[src/rtl/alu_sig_analyzer_pkg.sv]
// Shared constants, state encoding and input-word formation for the ALU
// signature analyzer.
package alu_sig_analyzer_pkg;

  localparam int DATA_W = 16;
  localparam int FUNC_W = 3;
  localparam int CNT_W  = 9;

  localparam logic [DATA_W-1:0] DEF_SEED = 16'hFFFF;
  localparam logic [DATA_W-1:0] DEF_POLY = 16'h1021;

  typedef enum logic [1:0] {
    IDLE  = 2'd0,
    RUN   = 2'd1,
    CHECK = 2'd2
  } state_t;

  // Fold function code and zero flag into the result so both are covered by the signature.
  function automatic logic [DATA_W-1:0] mix_word(input logic [DATA_W-1:0] result,
                                                 input logic              zf,
                                                 input logic [FUNC_W-1:0] fn);
    return result ^ {fn, 12'h000, zf};
  endfunction

endpackage

[src/rtl/alu_sig_analyzer_misr16_step.sv]
// One combinational MISR step: shift left, conditional polynomial feedback,
// then fold in the new data word.
module misr16_step
  import alu_sig_analyzer_pkg::*;
#(
  parameter logic [DATA_W-1:0] POLY = DEF_POLY
) (
  input  logic [DATA_W-1:0] sig,
  input  logic [DATA_W-1:0] d,
  output logic [DATA_W-1:0] sig_next
);

  assign sig_next = {sig[DATA_W-2:0], 1'b0} ^ (sig[DATA_W-1] ? POLY : '0) ^ d;

endmodule

[src/rtl/alu_sig_analyzer.sv]
// Captures a run of ALU samples into a 16-bit MISR and compares the final
// signature against a golden value latched at start.
module alu_sig_analyzer
  import alu_sig_analyzer_pkg::*;
#(
  parameter logic [DATA_W-1:0] SEED = DEF_SEED,
  parameter logic [DATA_W-1:0] POLY = DEF_POLY
) (
  input  logic              clk,
  input  logic              rst_n,
  input  logic              start,
  input  logic [7:0]        num_vec,
  input  logic [DATA_W-1:0] golden_sig,
  input  logic              sample_valid,
  input  logic [DATA_W-1:0] alu_result,
  input  logic              alu_zf,
  input  logic [FUNC_W-1:0] func,
  output logic              busy,
  output logic              done,
  output logic              pass,
  output logic [DATA_W-1:0] signature,
  output logic [CNT_W-1:0]  sample_cnt
);

  state_t            state, state_next;
  logic [DATA_W-1:0] golden_q;
  logic [CNT_W-1:0]  count_q;
  logic [DATA_W-1:0] d, sig_next;
  logic              accept, last;

  assign d      = mix_word(alu_result, alu_zf, func);
  assign accept = (state == RUN) && sample_valid;
  assign last   = accept && ((sample_cnt + 9'd1) == count_q);

  misr16_step #(.POLY(POLY)) u_step (
    .sig      (signature),
    .d        (d),
    .sig_next (sig_next)
  );

  always_ff @(posedge clk) begin
    if (!rst_n) state <= IDLE;
    else        state <= state_next;
  end

  always_comb begin
    state_next = state;
    case (state)
      IDLE:    if (start) state_next = RUN;
      RUN:     if (last)  state_next = CHECK;
      CHECK:   state_next = IDLE;
      default: state_next = IDLE;
    endcase
  end

  // pass is resolved on the final sample edge so it is already valid while done is high.
  always_ff @(posedge clk) begin
    if (!rst_n) begin
      signature  <= SEED;
      sample_cnt <= '0;
      pass       <= 1'b0;
      golden_q   <= '0;
      count_q    <= '0;
    end else if ((state == IDLE) && start) begin
      signature  <= SEED;
      sample_cnt <= '0;
      pass       <= 1'b0;
      golden_q   <= golden_sig;
      count_q    <= (num_vec == 8'd0) ? 9'd256 : {1'b0, num_vec};
    end else if (accept) begin
      signature  <= sig_next;
      sample_cnt <= sample_cnt + 9'd1;
      if (last) pass <= (sig_next == golden_q);
    end
  end

  assign busy = (state != IDLE);
  assign done = (state == CHECK);

endmodule

[config.mk]
export PLATFORM = sky130hd
export DESIGN_NAME = alu_sig_analyzer
export DESIGN_NICKNAME = d
export VERILOG_FILES = /design/src/rtl/alu_sig_analyzer_pkg.sv /design/src/rtl/alu_sig_analyzer_misr16_step.sv /design/src/rtl/alu_sig_analyzer.sv
export SDC_FILE = /design/constraint.sdc
export NUM_CORES = 1
export LEC_CHECK = 0
export ABC_AREA = 0
export CAP_MARGIN = 20
export CELL_PAD_IN_SITES_DETAIL_PLACEMENT = 0
export CELL_PAD_IN_SITES_GLOBAL_PLACEMENT = 2
export CORE_MARGIN = 1.5
export CORE_UTILIZATION = 27
export CTS_BUF_LIST = sky130_fd_sc_hd__clkbuf_16
export CTS_CLUSTER_SIZE = 30
export DETAILED_ROUTE_END_ITERATION = 8
export GPL_ROUTABILITY_DRIVEN = 0
export PLACE_DENSITY = 0.77
export SETUP_SLACK_MARGIN = 0.05
export SLEW_MARGIN = 20
export SYNTH_ARGS = -nofsm -noshare
export SYNTH_HDL_FRONTEND = slang
export SYNTH_SLANG_ARGS = --single-unit
[constraint.sdc]
create_clock -name clk -period 2.5 [get_ports clk]
set_input_delay 0.625 -clock clk [delete_from_list [all_inputs] [get_ports clk]]
set_output_delay 0.625 -clock clk [all_outputs]
set_load 0.05 [all_outputs]
Word-level counts from Yosys, hierarchy flattened
Index checks and enable logic that the tools add are counted.

Output and inout bits: 28. Logic and storage cells: 31. Register bits after elaboration: 53. Input bits: 48.

Bitwise gates (word level): 4. Multiplexer cells: 5. Equal/unequal tests: 6. Add/subtract/negate cells: 1. Reduce and logical (&&, ||, !) cells: 9.

Operators by type and width (count): XOR 16 bit (3); equality test 16 bit (1); two-way mux 13 bit (1); adder 9 x 1 -> 9 bit, second input constant (1); equality test 9 bit (1); two-way mux 9 bit (1); zero test 8 bit (1); two-way mux 2 bit (2); inequality test 2 bit, second input constant (2); one-hot mux 2 bit (2 select lines) (1); AND reduction 2 bit (2); logical AND 1 bit (3); equality test 2 x 1 -> 1 bit, second input constant (1); equality test 2 bit, second input constant (1); zero test 2 bit (1); nonzero test 2 bit (1); OR reduction 2 bit (1); inverter 1 bit (1).

Longest topological paths before layout
Depth after elaboration: 5. Depth in mapped cells: 8. Mapped depth without buffers: 7.

Cells and area by module
A second synthesis with hierarchy kept.

Cell total of the unflattened synthesis: 322. Area total of the unflattened synthesis: 2688.8 µm².

Modules (own cells, without submodules): alu_sig_analyzer (sequential area each 1061.0 µm², area each 2514.9 µm², cells each 306, instances 1); misr16_step (sequential area each 0.0 µm², area each 173.9 µm², cells each 16, instances 1).

Least setup slack after synthesis
OpenSTA, ideal clock, no wires.

Path kind: reg-to-reg. Start: reg sample_cnt[0]. End: reg pass. Data required time: 2.428 ns. Slack: 0.254 ns. Cell stages (with the launch flop): 9. Data arrival time: 2.175 ns. Clock period less this slack: 2.246 ns. Setup time: 0.072 ns. Path buffers: 1. Cell sequence: dfxtp_1 ha_1 clkbuf_1 xnor2_1 xnor2_1 nor4_1 nand3_1 nor3_4 mux2i_1.

Cells in the longest elaborated chain, start to end: 4.

RTL lines: start: declaration (RTL line alu_sig_analyzer.sv:22) `output logic [CNT_W-1:0] sample_cnt`; start signal: assignment (RTL line alu_sig_analyzer.sv:72) `sample_cnt <= sample_cnt + 9'd1;`; adder 9 x 1 -> 9 bit (RTL line alu_sig_analyzer.sv:33) `assign last = accept && ((sample_cnt + 9'd1) == count_q);`; equality test 9 bit (RTL line alu_sig_analyzer.sv:33); logical AND 1 bit (RTL line alu_sig_analyzer.sv:33); AND reduction 2 bit (no line); end signal: assignment (RTL line alu_sig_analyzer.sv:73) `if (last) pass <= (sig_next == golden_q);`; end: declaration (RTL line alu_sig_analyzer.sv:20) `output logic pass,`.

Every way passes these cells. A chain may end at the register's enable or synchronous reset.

Worst setup path after layout
Start: reg signature[15]. End: out signature[15].

RTL lines: start: declaration (RTL line alu_sig_analyzer.sv:21) `output logic [DATA_W-1:0] signature,`; start signal: assignment (RTL line alu_sig_analyzer.sv:71) `signature <= sig_next;`.

No word-level cell between the ends.

==> flow_metrics.py <==
metrics = {
    "grt": {
        "grt-ovfl-total": 0,
        "grt_max_degree": 38,
        "antenna_found_initial": 0,
        "grt_pass1_vias": 2183,
        "grt_usage": 0.1381,
        "grt_pass1_wl_mm": 11.11,
    },
    "worst_setup_path": {
        "crit_chain": "clkdlybuf4s50_1",
        "r2r-end": "pass$_SDFFE_PP0P_",
        "r2r_slack_ns": 0.44,
        "slowest_delay_ns": 0.89,
        "required_ns": 1.88,
        "end_kind": "output port",
        "cp.arrival_ns": 1.70,
        "cp-start-kind": "flip-flop",
        "path_delay_family": "buffers and inverters",
        "path_buf_inv": 1,
        "critPathMaxFanout": 8,
        "path_class": "flip-flop to output port",
        "worstSetupStartpoint": "signature[15]$_SDFFE_PP1P_",
        "slowest_stage": "clkdlybuf4s50_1",
        "timing.rr.start": "sample_cnt[0]$_SDFFE_PP0P_",
        "r2r_cells": 7,
    },
    "die": {
        "rows": 36,
        "die_h_um": 102.3,
        "fp.dieW_um": 102.3,
        "die_area_mm2": 0.01047,
        "core-area_mm2": 0.009684,
        "initial_core_util": 0.2751,
        "io_pins": 76,
    },
    "synth": {
        "synth_nets": 366,
        "syn_area_per_cell_um2": 8.403,
        "synth_top_family_by_area": "simple AND/OR/NAND/NOR gates",
        "ys_warn_count": 0,
        "synth_cell_types": 33,
        "synth_xor_area_frac": 0.1935,
        "netlist_area_mm2": 0.002664,
        "ys_seq_area_frac": 0.3983,
        "synth.area.top_cells": "dfxtp_1, xnor2_1, nand2_1, xor2_1, o211ai_1",
        "synth_cells": 317,
        "synth.mux.area_fraction": 0.007515,
        "synth_adder_area_share": 0.004697,
        "synth_compound_area_frac": 0.1475,
        "synthSimpleGateAreaFrac": 0.2170,
        "synth_top_area_frac": 0.3983,
        "ys_ff_latch": 53,
        "yosysTopAreaCell": "dfxtp_1",
    },
    "route": {
        "initialDrtViolationCount": 56,
        "wl_met3_um": 243,
        "top_layer": "met4",
        "drtAntennaViolNets": 0,
        "vias": 2310,
        "drt_wl_total_mm": 7.051,
        "drc": 0,
        "first_pass_iters": 4,
        "wl_met1_mm": 3.568,
        "wl_per_cell_um": 13.43,
        "wl_met2_mm": 3.191,
        "post_drt_via_cell_ratio": 4.400,
    },
    "clocking": {
        "cts_made_buffers": 5,
        "htreeDepth": 2,
        "ctsHoldBuffers": 0,
        "postCtsSetupBuffers": 0,
        "cts_tree": "yes",
        "cts_max_path_buffers": 2,
        "cts_resized": 0,
        "cts_root_buffer": "clkbuf_16",
        "clkSinkCount": 53,
        "clkTransAtPathRegs_ns": 0.07,
        "clk_latency_ns": 0.29,
    },
    "min_path": {
        "min-delay-start": "golden_q[12]$_SDFFE_PN0P_",
        "holdPathEnd": "golden_q[12]$_SDFFE_PN0P_",
        "hp-class": "flip-flop to flip-flop",
        "holdPathStages": 2,
    },
    "finish": {
        "design_area_mm2": 0.003725,
        "nets": 440,
        "syn_to_final_growth_pct": 39.83,
        "postLayoutCoreUtil": 0.3846,
        "drive_above_1_share": 0.05867,
        "diodes": 0,
        "final_common_cell": "nand2_1",
        "layout_common_cells": "nand2_1, clkdlybuf4s50_1, dfxtp_1",
    },
    "power_and_ir_drop": {
        "power.density_mw_per_mm2": 535.6,
        "ir_worst_vdd_uv": 310.1,
        "p_leak_uw": 0.001344,
    },
    "place": {
        "hpwl_mm": 5.342,
        "port_buffers": 75,
        "postPlaceCellArea_mm2": 0.003580,
    },
    "sta": {
        "worst_pin_slew_ns": 0.5173,
        "fmax_mhz": 430.8,
        "setup_viol": 0,
        "finalMaxSlewViolations": 0,
        "fin_setup_tns_ns": 0,
        "relSlewSlack": 0.6541,
        "clock-skew-final_ns": 0.007327,
        "fin_crit_ns": 2.321,
        "finalCritPeriodShare": 0.9286,
        "rsz0062_at_grt": "no",
        "hold_viol": 0,
    },
    "outcome": {
        "status": "completed",
    },
    "run": {
        "cap_violations": 0,
    },
}
[cell usage after synthesis, drive strengths merged]
| cell | instances |
|---|---|
| nor4 | 7 |
| o32ai | 1 |
| and3 | 1 |
| inv | 4 |
| nand2 | 80 |
| xnor2 | 41 |
| or3 | 1 |
| nor2 | 16 |
| dfxtp | 53 |
| nor3 | 4 |
| nand4 | 3 |
| mux2i | 2 |
| o311ai | 1 |
| o211ai | 16 |
| a22oi | 1 |
| xor2 | 17 |
| buf | 4 |
| or2 | 1 |
| nor3b | 1 |
| a21oi | 6 |
| ha | 1 |
| or4 | 1 |
| nor2b | 3 |
| o21ai | 4 |
| nand3 | 10 |
| a21boi | 25 |
| clkbuf | 13 |
[tightest hold or removal path: cells and delay by family, from the launching register on]
kind,cells,cell delay (ns)
AOI/OAI and AO/OA,1,0.06
and+or+nand+nor,1,0.05
DFF,1,0.31
[sequential cells by signal, indices dropped and copies added (netlist names)]
| signal | flops |
|---|---|
| sample_cnt | 9 |
| pass | 1 |
| signature | 16 |
| state | 2 |
| golden_q | 16 |
| count_q | 9 |
[metal layers]
layer | global-route usage | vias to the layer above
li1 | - | 1205
met1 | 0.1919 | 1057
met2 | 0.2262 | 46
met3 | 0.02257 | 2
met4 | 0.02845 | 0
met5 | 0 | -
[how the worst max path moves through the flow]
stage / endpoint / slack [ns] / cells after the start
2_1_floorplan: pass$_SDFFE_PP0P_ / 0.25 / 8
3_3_place_gp: pass$_SDFFE_PP0P_ / 0.16 / 7
3_5_place_dp: pass$_SDFFE_PP0P_ / 0.14 / 7
4_1_cts: signature[15] / 0.17 / 1
5_1_grt: signature[15] / 0.13 / 1
6_report: signature[15] / 0.18 / 1
[power breakdown]
part / internal (uW) / total, uW / switching (uW)
Combinational: 187 / 392 / 205
Sequential: 880 / 915 / 34.1
Clock: 372 / 689 / 316
[stage by stage]
| step | cells | hold slack, ns | worst slack, ns | total power [uW] |
|---|---|---|---|---|
| final | 525 | 0.4658 | 0.1786 | 1995 |
| after global routing | 525 | 0.4773 | 0.1280 | 2096 |
| after CTS | 525 | 0.4695 | 0.1671 | 2028 |
| after detailed placement | 517 | 0.4588 | 0.1426 | 1330 |
| after global placement | 517 | 0.4577 | 0.1553 | 1328 |
| after floorplan | 317 | 0.4435 | 0.2538 | 1161 |
[cell type report]
type	count	area [um^2]
Inverter	4	15.01
Clock inverter	3	20.02
Clock buffer	5	125.1
Sequential cell	53	1061
Tap cell	133	166.4
Multi-Input combinational cell	243	1519
Timing Repair Buffer	84	818.3
Fill cell	1031	5959
[cells by family after synthesis]
kind of cell	Yosys count
flops	53
fa+ha+maj	1
xor+xnor	58
buf+inv	21
compound gates	54
simple gates	128
mux	2
Power figures use the tool's default switching activity.
